`src/rtl/line_stream_generator.sv`:
```
// AXI4-Stream synthetic frame source: byte-ramp lines as 64-bit beats with
// SOF/EOF/SOL/EOL sync codes in tuser, tlast on each line's last beat.
module line_stream_generator #(
  parameter int XW = 16,
  parameter int YW = 16
) (
  input  logic          aclk,
  input  logic          aclk_reset,
  input  logic          aclk_start,
  input  logic [XW-1:0] aclk_x_size,
  input  logic [YW-1:0] aclk_y_size,
  input  logic [XW-1:0] aclk_line_gap,
  output logic          aclk_busy,
  output logic          aclk_frame_done,
  input  logic          aclk_tready,
  output logic          aclk_tvalid,
  output logic [3:0]    aclk_tuser,
  output logic          aclk_tlast,
  output logic [63:0]   aclk_tdata
);

  // state  | meaning
  // IDLE   | waiting for start, outputs quiet
  // LINE   | presenting beats of the current line
  // GAP    | tvalid held low for line_gap cycles between lines
  localparam logic [1:0] S_IDLE = 2'd0;
  localparam logic [1:0] S_LINE = 2'd1;
  localparam logic [1:0] S_GAP  = 2'd2;

  localparam int BW = XW - 3;

  logic [1:0]    state;
  logic [BW-1:0] bpl_m1;
  logic [YW-1:0] lines_m1;
  logic [XW-1:0] gap_len;
  logic [BW-1:0] beat_cnt;
  logic [YW-1:0] line_cnt;
  logic [XW-1:0] gap_cnt;

  logic [BW-1:0] x_beats;
  logic [BW-1:0] in_bpl_m1;
  logic [YW-1:0] in_lines_m1;
  logic [BW-1:0] next_beat;
  logic [YW-1:0] next_line;
  logic          beat_last;
  logic          line_last;
  logic          unused_x_lsb;

  assign unused_x_lsb = ^aclk_x_size[2:0];
  assign x_beats      = aclk_x_size[XW-1:3];
  // Zero-sized dimensions degrade to a single beat / single line
  assign in_bpl_m1    = (x_beats == '0) ? '0 : x_beats - BW'(1);
  assign in_lines_m1  = (aclk_y_size == '0) ? '0 : aclk_y_size - YW'(1);
  assign next_beat    = beat_cnt + BW'(1);
  assign next_line    = line_cnt + YW'(1);
  assign beat_last    = (beat_cnt == bpl_m1);
  assign line_last    = (line_cnt == lines_m1);

  // Returns {tlast, tuser, tdata}; byte k of beat b is {b[4:0], k}, i.e. (8b+k) mod 256
  function automatic logic [68:0] beat_word(input logic [4:0] b5, input logic first,
                                            input logic last, input logic line0,
                                            input logic line_end);
    logic [63:0] d;
    logic [3:0]  u;
    for (int k = 0; k < 8; k++) d[8*k +: 8] = {b5, 3'(k)};
    u = {last & ~line_end, first & ~line0, last & line_end, first & line0};
    return {last, u, d};
  endfunction

  always_ff @(posedge aclk) begin
    if (aclk_reset) begin
      state           <= S_IDLE;
      bpl_m1          <= '0;
      lines_m1        <= '0;
      gap_len         <= '0;
      beat_cnt        <= '0;
      line_cnt        <= '0;
      gap_cnt         <= '0;
      aclk_busy       <= 1'b0;
      aclk_frame_done <= 1'b0;
      aclk_tvalid     <= 1'b0;
      aclk_tuser      <= '0;
      aclk_tlast      <= 1'b0;
      aclk_tdata      <= '0;
    end else begin
      aclk_frame_done <= 1'b0;
      case (state)
        S_IDLE: begin
          if (aclk_start) begin
            bpl_m1      <= in_bpl_m1;
            lines_m1    <= in_lines_m1;
            gap_len     <= aclk_line_gap;
            beat_cnt    <= '0;
            line_cnt    <= '0;
            aclk_busy   <= 1'b1;
            aclk_tvalid <= 1'b1;
            {aclk_tlast, aclk_tuser, aclk_tdata} <=
              beat_word(5'd0, 1'b1, in_bpl_m1 == '0, 1'b1, in_lines_m1 == '0);
            state       <= S_LINE;
          end
        end
        S_LINE: begin
          if (aclk_tvalid && aclk_tready) begin
            if (!beat_last) begin
              beat_cnt <= next_beat;
              {aclk_tlast, aclk_tuser, aclk_tdata} <=
                beat_word(next_beat[4:0], 1'b0, next_beat == bpl_m1, line_cnt == '0, line_last);
            end else if (line_last) begin
              state           <= S_IDLE;
              aclk_busy       <= 1'b0;
              aclk_frame_done <= 1'b1;
              aclk_tvalid     <= 1'b0;
              {aclk_tlast, aclk_tuser, aclk_tdata} <= '0;
            end else begin
              beat_cnt <= '0;
              line_cnt <= next_line;
              if (gap_len == '0) begin
                {aclk_tlast, aclk_tuser, aclk_tdata} <=
                  beat_word(5'd0, 1'b1, bpl_m1 == '0, 1'b0, next_line == lines_m1);
              end else begin
                state       <= S_GAP;
                gap_cnt     <= gap_len;
                aclk_tvalid <= 1'b0;
                {aclk_tlast, aclk_tuser, aclk_tdata} <= '0;
              end
            end
          end
        end
        S_GAP: begin
          if (gap_cnt == XW'(1)) begin
            state       <= S_LINE;
            aclk_tvalid <= 1'b1;
            {aclk_tlast, aclk_tuser, aclk_tdata} <=
              beat_word(5'd0, 1'b1, bpl_m1 == '0, line_cnt == '0, line_last);
          end else begin
            gap_cnt <= gap_cnt - XW'(1);
          end
        end
        default: state <= S_IDLE;
      endcase
    end
  end

endmodule

```
`config.mk`:
```
export PLATFORM = sky130hd
export DESIGN_NAME = line_stream_generator
export DESIGN_NICKNAME = d
export VERILOG_FILES = /design/src/rtl/line_stream_generator.sv
export SDC_FILE = /design/constraint.sdc
export NUM_CORES = 1
export LEC_CHECK = 0
export CAP_MARGIN = 25
export CORE_ASPECT_RATIO = 1.1
export CORE_MARGIN = 2
export CORE_UTILIZATION = 50
export DETAILED_ROUTE_END_ITERATION = 10
export PLACE_DENSITY_LB_ADDON = 0.12
export SYNTH_ARGS = -nofsm -noshare
export SYNTH_HDL_FRONTEND = slang
export SYNTH_SLANG_ARGS = --single-unit
```
`constraint.sdc`:
```
create_clock -name aclk -period 4.2 [get_ports aclk]
set_clock_uncertainty 0.05 [all_clocks]
set_input_delay 0.84 -clock aclk [delete_from_list [all_inputs] [get_ports aclk]]
set_output_delay 0.84 -clock aclk [all_outputs]
set_load 0.01 [all_outputs]
```
---- After elaboration in Yosys (flattened, before gate mapping) ----
Cells that the tools add are included.
word-level totals
  bits of input ports ..................... 52
  logic and storage cells ................. 129
  memory bits (writable) .................. 0
  register bits after elaboration ......... 164
  bits in latches ......................... 0
  bits in read-only memories .............. 0
  memories ................................ 0
  output and inout port bits .............. 72
operators by class
  reduce and logical (&&, ||, !) cells .... 21
  divide/modulo/power cells ............... 0
  bitwise operators ....................... 15
  $mul .................................... 0
  magnitude comparators ................... 0
  equality and inequality tests ........... 17
  shift operators ......................... 0
  add/sub/neg operators ................... 5
  mux-type cells .......................... 58
operators by type and width
  cell                     count
  $mux W64                 4
  $pmux W64 S3             1
  $mux W16                 10
  $mux W59                 2
  $mux W13                 5
  $logic_not A16 Y1        4
  $pmux W16 S2             2
  $logic_not A13 Y1        3
  $eq A16 B16 Y1           2
  $sub A16 B1 Y16 const B  2
  $eq A13 B13 Y1           2
  $pmux W13 S2             1
  $mux W4                  6
  $add A16 B1 Y16 const B  1
  $eq A16 B1 Y1 const B    1
  $mux W1                  16
  $ne A2 B2 Y1 const B     8
  $reduce_and A5 Y1        3
  $add A13 B1 Y13 const B  1
  $sub A13 B1 Y13 const B  1
  $mux W2                  6
  $pmux W4 S3              1
  $reduce_and A6 Y1        2
  $and A1 B1 Y1            8
  other kinds (14)         24

---- Logic depth before layout (Yosys ltp) ----
Gate-level depths: netlist (run 1).
  depth after elaboration ................. 9
  mapped depth ............................ 11
  gate-level depth less buffers ........... 9

---- Least setup slack after synthesis (run 1) ----
OpenSTA, ideal clock, no wires.
  path type ............................... input to register
  from .................................... input port aclk_x_size[3]
  to ...................................... register aclk_tuser[1]
  cell stages on the path ................. 9
  data required time ...................... 4064 ps
  buffers on the path ..................... 0
  library setup time ...................... 86 ps
  data arrival time ....................... 2991 ps
  slack ................................... 1074 ps
  cell sequence ........................... inv_1 ha_1 or4b_2 nand3b_1 mux2i_1 nand3_1 nor4b_2 a222oi_1 a211oi_1
between the ends
  cells in the longest elaborated chain, start to end .. 6
  elaborated cells on any way between the ends .. 7
  classes of those cells .................. add/sub (1); mux (3); bitwise (1); reduce/logical (2)
ends and longest elaborated chain
  element                                               RTL line  RTL
  start, declared                                       10        input logic [XW-1:0] aclk_x_size,
  $sub A13 B1 Y13 or $logic_not A13 Y1 (tied branches)  52        assign in_bpl_m1 = (x_beats == '0) ? '0 : x_beats - BW'(1);
  $mux W13 (*)                                          52
  $logic_not A13 Y1 (*)                                 98        beat_word(5'd0, 1'b1, in_bpl_m1 == '0, 1'b1, in_lines_m1 == '0);
  $and A1 B1 Y1 (*)                                     66        u = {last & ~line_end, first & ~line0, last & line_end, first & line0};
  $mux W4 (*)                                           89        if (aclk_start) begin
  $pmux W4 S3 (*)                                       87        case (state)
  end signal, assigned                                  97        {aclk_tlast, aclk_tuser, aclk_tdata} <=
  end signal, assigned                                  106       {aclk_tlast, aclk_tuser, aclk_tdata} <=
  end signal, assigned                                  118       {aclk_tlast, aclk_tuser, aclk_tdata} <=
  end, declared                                         17        output logic [3:0] aclk_tuser,
Mark *: on every way between the ends. The rest lies on a longest branch, timed or not. The select of a mux whose other input is x is not followed.
A chain may end at the register's enable or synchronous reset.

---- Worst setup path after layout (run 1) ----
Same ends and word-level chain as after synthesis.

==> qor.csv, run 1 <==
stage,metric,value,unit
outcome,outcome,completed,
flow_run,maxCapViolations,0,
critical_path,crit_required,4.44,ns
global_route,gr-usage-met1,33.3,%
critical_path,critPathMaxFanout,6,
placed_design,place_hpwl,13200,um
clock_network,holdBufCountCts,0,
route,vias,6744,
global_route,overflow,0,
clock_network,cts_setup_buffers,0,
synth,yosysWarningCount,0,
synth,ys_ff_latch,106,
global_route,top_usage_layer,met2,
floorplan,rows,45,
critical_path,critPathLaunch,aclk_x_size[3],
sta,worst_pin_slew,0.911,ns
critical_path,cp_data_arrival_time,3.78,ns
placed_design,dp.cells,1157,
floorplan,core,0.0139,mm2
sta,setup_viol,0,
clock_network,cts.clk_slew.worst_paths,0.08,ns
clock_network,cts_sinks,106,
synth,synth.area.mux_share,1.27,%
floorplan,start_util,51.5,%
route,vias_per_cell,5.74,
sta,finalHoldViolCount,0,
placed_design,port_buffers,108,
floorplan,fp.dieH,130,um
pwr,leakagePower,2.86,nW
min_path,min_path_type,reg2reg,
synth,synth_top_family_by_area,simple AND/OR/NAND/NOR gates,
route,drc,0,
critical_path,critPathCaptureType,register,
finish,finalNonFillerCells,1175,
route,ant_nets,0,
clock_network,cts_made_buffers,9,
finish,seq_area,0.00212,mm2
floorplan,die_area,0.0153,mm2
min_path,hp-start,aclk_tuser[2],
sta,drv_slew,0,
sta,period_needed,3.55,ns
clock_network,cts_tree,built,
global_route,grt_pass1_vias,5895,
pwr,powerDensity,419,mW/mm2
finish,antennaDiodeCount,0,
synth,avgSynthCellArea,7.47,um2
synth,netlist_area,0.00716,mm2
finish,nets,1046,
sta,slew_headroom,38.7,%
placed_design,globalplace.congestion,0.866,
critical_path,r2r-start,beat_cnt[0],
synth,synthSimpleGateAreaFrac,29.3,%
critical_path,crit_path_start_kind,input pin,
sta,fmax,282,MHz
sta,min_period_over_period,84.4,%
finish,area_growth,14.9,%
finish,fillCellCount,1338,
synth,synthXorXnorAreaFrac,8.07,%
synth,ys.flop_type,dfxtp_1,
synth,synth_edf_count,0,
route,routedWlPerCell,15.5,um
global_route,grt_pass1_wl,29700,um
clock_network,cts_buffer_depth,2,
route,drt-total-wl,18200,um
finish,drive_gt1_share,4.96,%
synth,yosys.area_share.adder,2.10,%
clock_network,clock_latency,0.36,ns
floorplan,io_pins,124,
sta,rsz0062_at_grt,no,
critical_path,critPathKind,in2reg,
synth,synth_seq_area_share,29.6,%
global_route,use_met3,2.73,%
global_route,grt_antenna_before_repair,0,
global_route,use_met2,36.3,%
global_route,grt_max_degree,103,
clock_network,cts-root-buf,clkbuf_16,
pwr,finalPower,3.45,mW
floorplan,die_x,118,um
route,dr.pass1.iters,5,
clock_network,cts_resized,0,
synth,synthCells,959,
synth,ys_async_sr_fraction,0,%
global_route,grt_usage,23.6,%
finish,multi_input_area,0.00431,mm2
synth,post_synth_num_cell_types,71,
sta,tns,0,ns
pwr,ir_drop,0.199,mV
synth,synth_compound_area_share,18.8,%
clock_network,htreeDepth,3,
route,drt_iter0_drc,426,
[placed cells by master (no fill, tap or decap), types with 26 or more instances in the layout]
| master | netlist | routed |
|---|---|---|
| nor3_1 | 29 | 29 |
| nand3_1 | 39 | 39 |
| o21ai_0 | 44 | 44 |
| dfxtp_1 | 106 | 106 |
| nor2_1 | 95 | 95 |
| nor4_1 | 26 | 26 |
| xnor2_1 | 33 | 33 |
| nand2_1 | 97 | 97 |
| clkdlybuf4s50_1 | 0 | 107 |
| xor2_1 | 33 | 33 |
| a21oi_1 | 89 | 89 |
[cell usage after synthesis (all sizes together) (7+ instances only)]
master,count,area (um2)
o211ai,8,60.1
ha,12,150
nor3,29,145
and4,7,61.3
a211oi,15,113
o21ai,45,225
nand2,97,364
and2,12,75.1
clkbuf,57,214
nor4,27,175
xor2,33,289
nand4,17,106
nor2b,8,50.1
a21oi,90,454
o31ai,8,60.1
mux2i,8,80.1
or3,16,100
or4,13,105
buf,63,480
inv,20,75.1
nor2,95,357
nand2b,8,50.1
dfxtp,106,2120
a22oi,11,82.6
xnor2,33,289
nand3,39,195
[metrics by stage]
stage               instance area [um2]  setup slack (ns)  utilization [%]  hold slack, ns
finish                             8240             0.655             59.2           0.414
global route                       8240             0.379             59.2           0.440
CTS                                8200             0.636             59.0           0.412
detailed placement                 7910             0.248             56.9           0.402
global placement                   7910             0.286             56.9           0.397
floorplan                          7210              1.07                -           0.393
[per-layer routing]
layer	share of wire, %	routed length [um]	up-vias
li1	-	-	3420
met1	49	8940	3119
met2	44	7970	180
met3	4.6	834	25
met4	2.6	470	0
met5	0	0	-
[report_power, final]
part / internal, mW / switching [mW] / total, mW
sequential: 1.12 / 0.137 / 1.25
clock: 0.421 / 0.433 / 0.854
combinational: 0.544 / 0.794 / 1.34
total: 2.08 / 1.36 / 3.45
[worst paths after layout]
path                    to  slack (ns)  depth (start not counted)
max reg2reg  aclk_tuser[3]        0.81                          7
max          aclk_tuser[1]        0.65                         10
min reg2reg  aclk_tuser[2]        0.41                          2
min          aclk_tuser[2]        0.41                          2
[registers in the layout, summed over array words and instances, names as in the netlist, 4 cells and up]
signal,count
bpl_m1,13
aclk_tdata,6
beat_cnt,13
lines_m1,16
gap_len,16
gap_cnt,16
line_cnt,16
aclk_tuser,4
[area by class of cell]
| type | instances | area share [%] |
|---|---|---|
| multi-input combinational | 723 | 52.3 |
| sequential | 106 | 25.8 |
| timing repair buffer | 121 | 14.5 |
| tap | 188 | 2.86 |
| clock buffer | 9 | 2.73 |
| inverter | 21 | 0.957 |
| clock inverter | 7 | 0.820 |
[cell families after synthesis]
logic type,after synthesis
multiplexers,9
AND/OR/NAND/NOR,406
buffers and inverters,141
other,1
adder cells (fa/ha/maj),12
XOR/XNOR,66
AO/OA/AOI/OAI,218
flip-flops,106
[worst max-delay path, cell delays in order]
cell             delay [ns]
clkdlybuf4s50_1        0.49
inv_1                  0.11
ha_1                   0.20
or4b_2                 0.67
nand3b_1               0.21
mux2i_1                0.23
nand3_1                0.12
nor4b_2                0.49
a222oi_1               0.17
a211oi_1               0.24
Power figures use the tool's default switching activity.
==> run 2: changes to the inputs <==
==> constraint.sdc (replaced) <==
create_clock -name aclk -period 3.7 [get_ports aclk]
set_clock_uncertainty 0.05 [all_clocks]
set_input_delay 0.74 -clock aclk [delete_from_list [all_inputs] [get_ports aclk]]
set_output_delay 0.74 -clock aclk [all_outputs]
set_load 0.01 [all_outputs]
==> qor.csv, run 2 (synthesis results as in run 1) <==
stage,metric,value,unit
pwr,ir_drop,0.261,mV
global_route,grt_pass1_vias,5967,
pwr,p_clk_share,25.9,%
sta,min_period_over_period,86.6,%
route,drc,0,
sta,drv_slew,0,
finish,finalNonFillerCells,1194,
global_route,overflow,0,
clock_network,cts_made_buffers,9,
clock_network,cts.clk_slew.worst_paths,0.08,ns
finish,final_area,0.00838,mm2
critical_path,crit_required,3.88,ns
finish,layout_commonest_cell,clkdlybuf4s50_1,
pwr,seq_power_share,35.3,%
critical_path,critPathMaxFanout,6,
clock_network,cts-root-buf,clkbuf_16,
floorplan,start_util,51.5,%
clock_network,cts_tree,built,
sta,worst_pin_slew,0.881,ns
finish,multi_input_area,0.00431,mm2
placed_design,port_buffers,108,
placed_design,placed_cell_area,0.00807,mm2
route,routedWlPerCell,15.5,um
route,dr.pass1.iters,5,
pwr,p_sw_share,38.8,%
finish,fillCellCount,1377,
sta,rsz0062_at_grt,no,
floorplan,die_x,118,um
floorplan,rows,45,
sta,period_needed,3.20,ns
pwr,p_sw,1.56,mW
route,ant_nets,0,
critical_path,cp_data_arrival_time,3.38,ns
finish,area_growth,17.0,%
min_path,min_path_type,reg2reg,
critical_path,critPathKind,in2reg,
finish,drive_gt1_share,6.76,%
global_route,grt_usage,23.8,%
pwr,p_int,2.46,mW
global_route,grt_max_degree,50,
finish,final_cell_mix,"clkdlybuf4s50_1, dfxtp_1, nand2_1, nor2_1, a21oi_1",
critical_path,crit_path_start_kind,input pin,
route,vias,6879,
route,drt_iter0_drc,539,
critical_path,critPathCaptureType,register,
clock_network,cts_buffer_depth,2,
sta,setup_viol,0,
pwr,powerDensity,479,mW/mm2
floorplan,core,0.0139,mm2
clock_network,cts_resized,0,
sta,tns,0,ns
clock_network,htreeDepth,3,
clock_network,clock_latency,0.37,ns
placed_design,place_hpwl,13800,um
outcome,outcome,completed,
placed_design,globalplace.congestion,0.902,
global_route,grt_pass1_wl,29800,um
sta,slew_headroom,40.7,%
flow_run,maxCapViolations,0,
finish,seq_area,0.00212,mm2
finish,antennaDiodeCount,0,
placed_design,dp.cells,1178,
floorplan,fp.dieH,130,um
floorplan,die_area,0.0153,mm2
finish,nets,1065,
sta,fmax,312,MHz
sta,finalHoldViolCount,0,
pwr,leakagePower,2.96,nW
clock_network,cts_sinks,106,
route,vias_per_cell,5.76,
clock_network,holdBufCountCts,0,
route,drt-total-wl,18500,um
clock_network,cts_setup_buffers,0,
global_route,grt_antenna_before_repair,0,
pwr,comb_power_share,38.7,%
floorplan,io_pins,124,
run 2: worst paths after layout:
check	start	end	slack [ns]	cells past startpoint
hold / removal	aclk_tuser[2]	aclk_tuser[2]	0.41	2
setup reg to reg	bpl_m1[8]	line_cnt[9]	0.52	7
setup / recovery	aclk_x_size[4]	aclk_tuser[1]	0.50	11
hold reg to reg	aclk_tuser[2]	aclk_tuser[2]	0.41	2
run 2: layout make-up:
type,count,area share [%]
Sequential cell,106,25.3
Inverter,21,0.940
Tap cell,188,2.81
Timing Repair Buffer,140,15.7
Clock inverter,7,1.12
Multi-Input combinational cell,723,51.4
Clock buffer,9,2.69
run 2: power by group through the flow:
stage,registers (mW),logic (mW),clock network (mW)
2_1_floorplan,1.40,1.10,0
4_1_cts,1.42,1.55,1.06
6_report,1.42,1.56,1.04
3_3_place_gp,1.44,1.54,0
3_5_place_dp,1.44,1.54,0
5_1_grt,1.44,1.72,1.10
run 2: per-stage QoR:
stage,utilization [%],total power [mW],setup slack [ns],hold WS [ns]
after global routing,60.3,4.26,0.267,0.439
after global placement,58.0,2.97,0.126,0.395
final,60.3,4.02,0.497,0.409
after detailed placement,58.0,2.99,0.103,0.398
after CTS,60.3,4.02,0.485,0.409
after floorplan,-,2.50,0.674,0.393
run 2: per-layer routing:
layer | global-route usage, % | part of all wire, % | up-vias
met4 | 8.72 | 2.0 | 0
met2 | 37.1 | 45 | 206
met3 | 4.14 | 5.4 | 22
li1 | - | - | 3457
met5 | 0 | 0 | -
met1 | 33.0 | 48 | 3194
run 2: worst max-delay path, stage by stage:
cell and delay [ns]:
clkdlybuf4s50_1 0.44, inv_1 0.09, ha_1 0.15, or4b_2 0.67
nor4_1 0.32, xor2_1 0.17, nand2_1 0.08, nor4b_2 0.17
buf_4 0.16, a222oi_1 0.27, a211oi_1 0.11
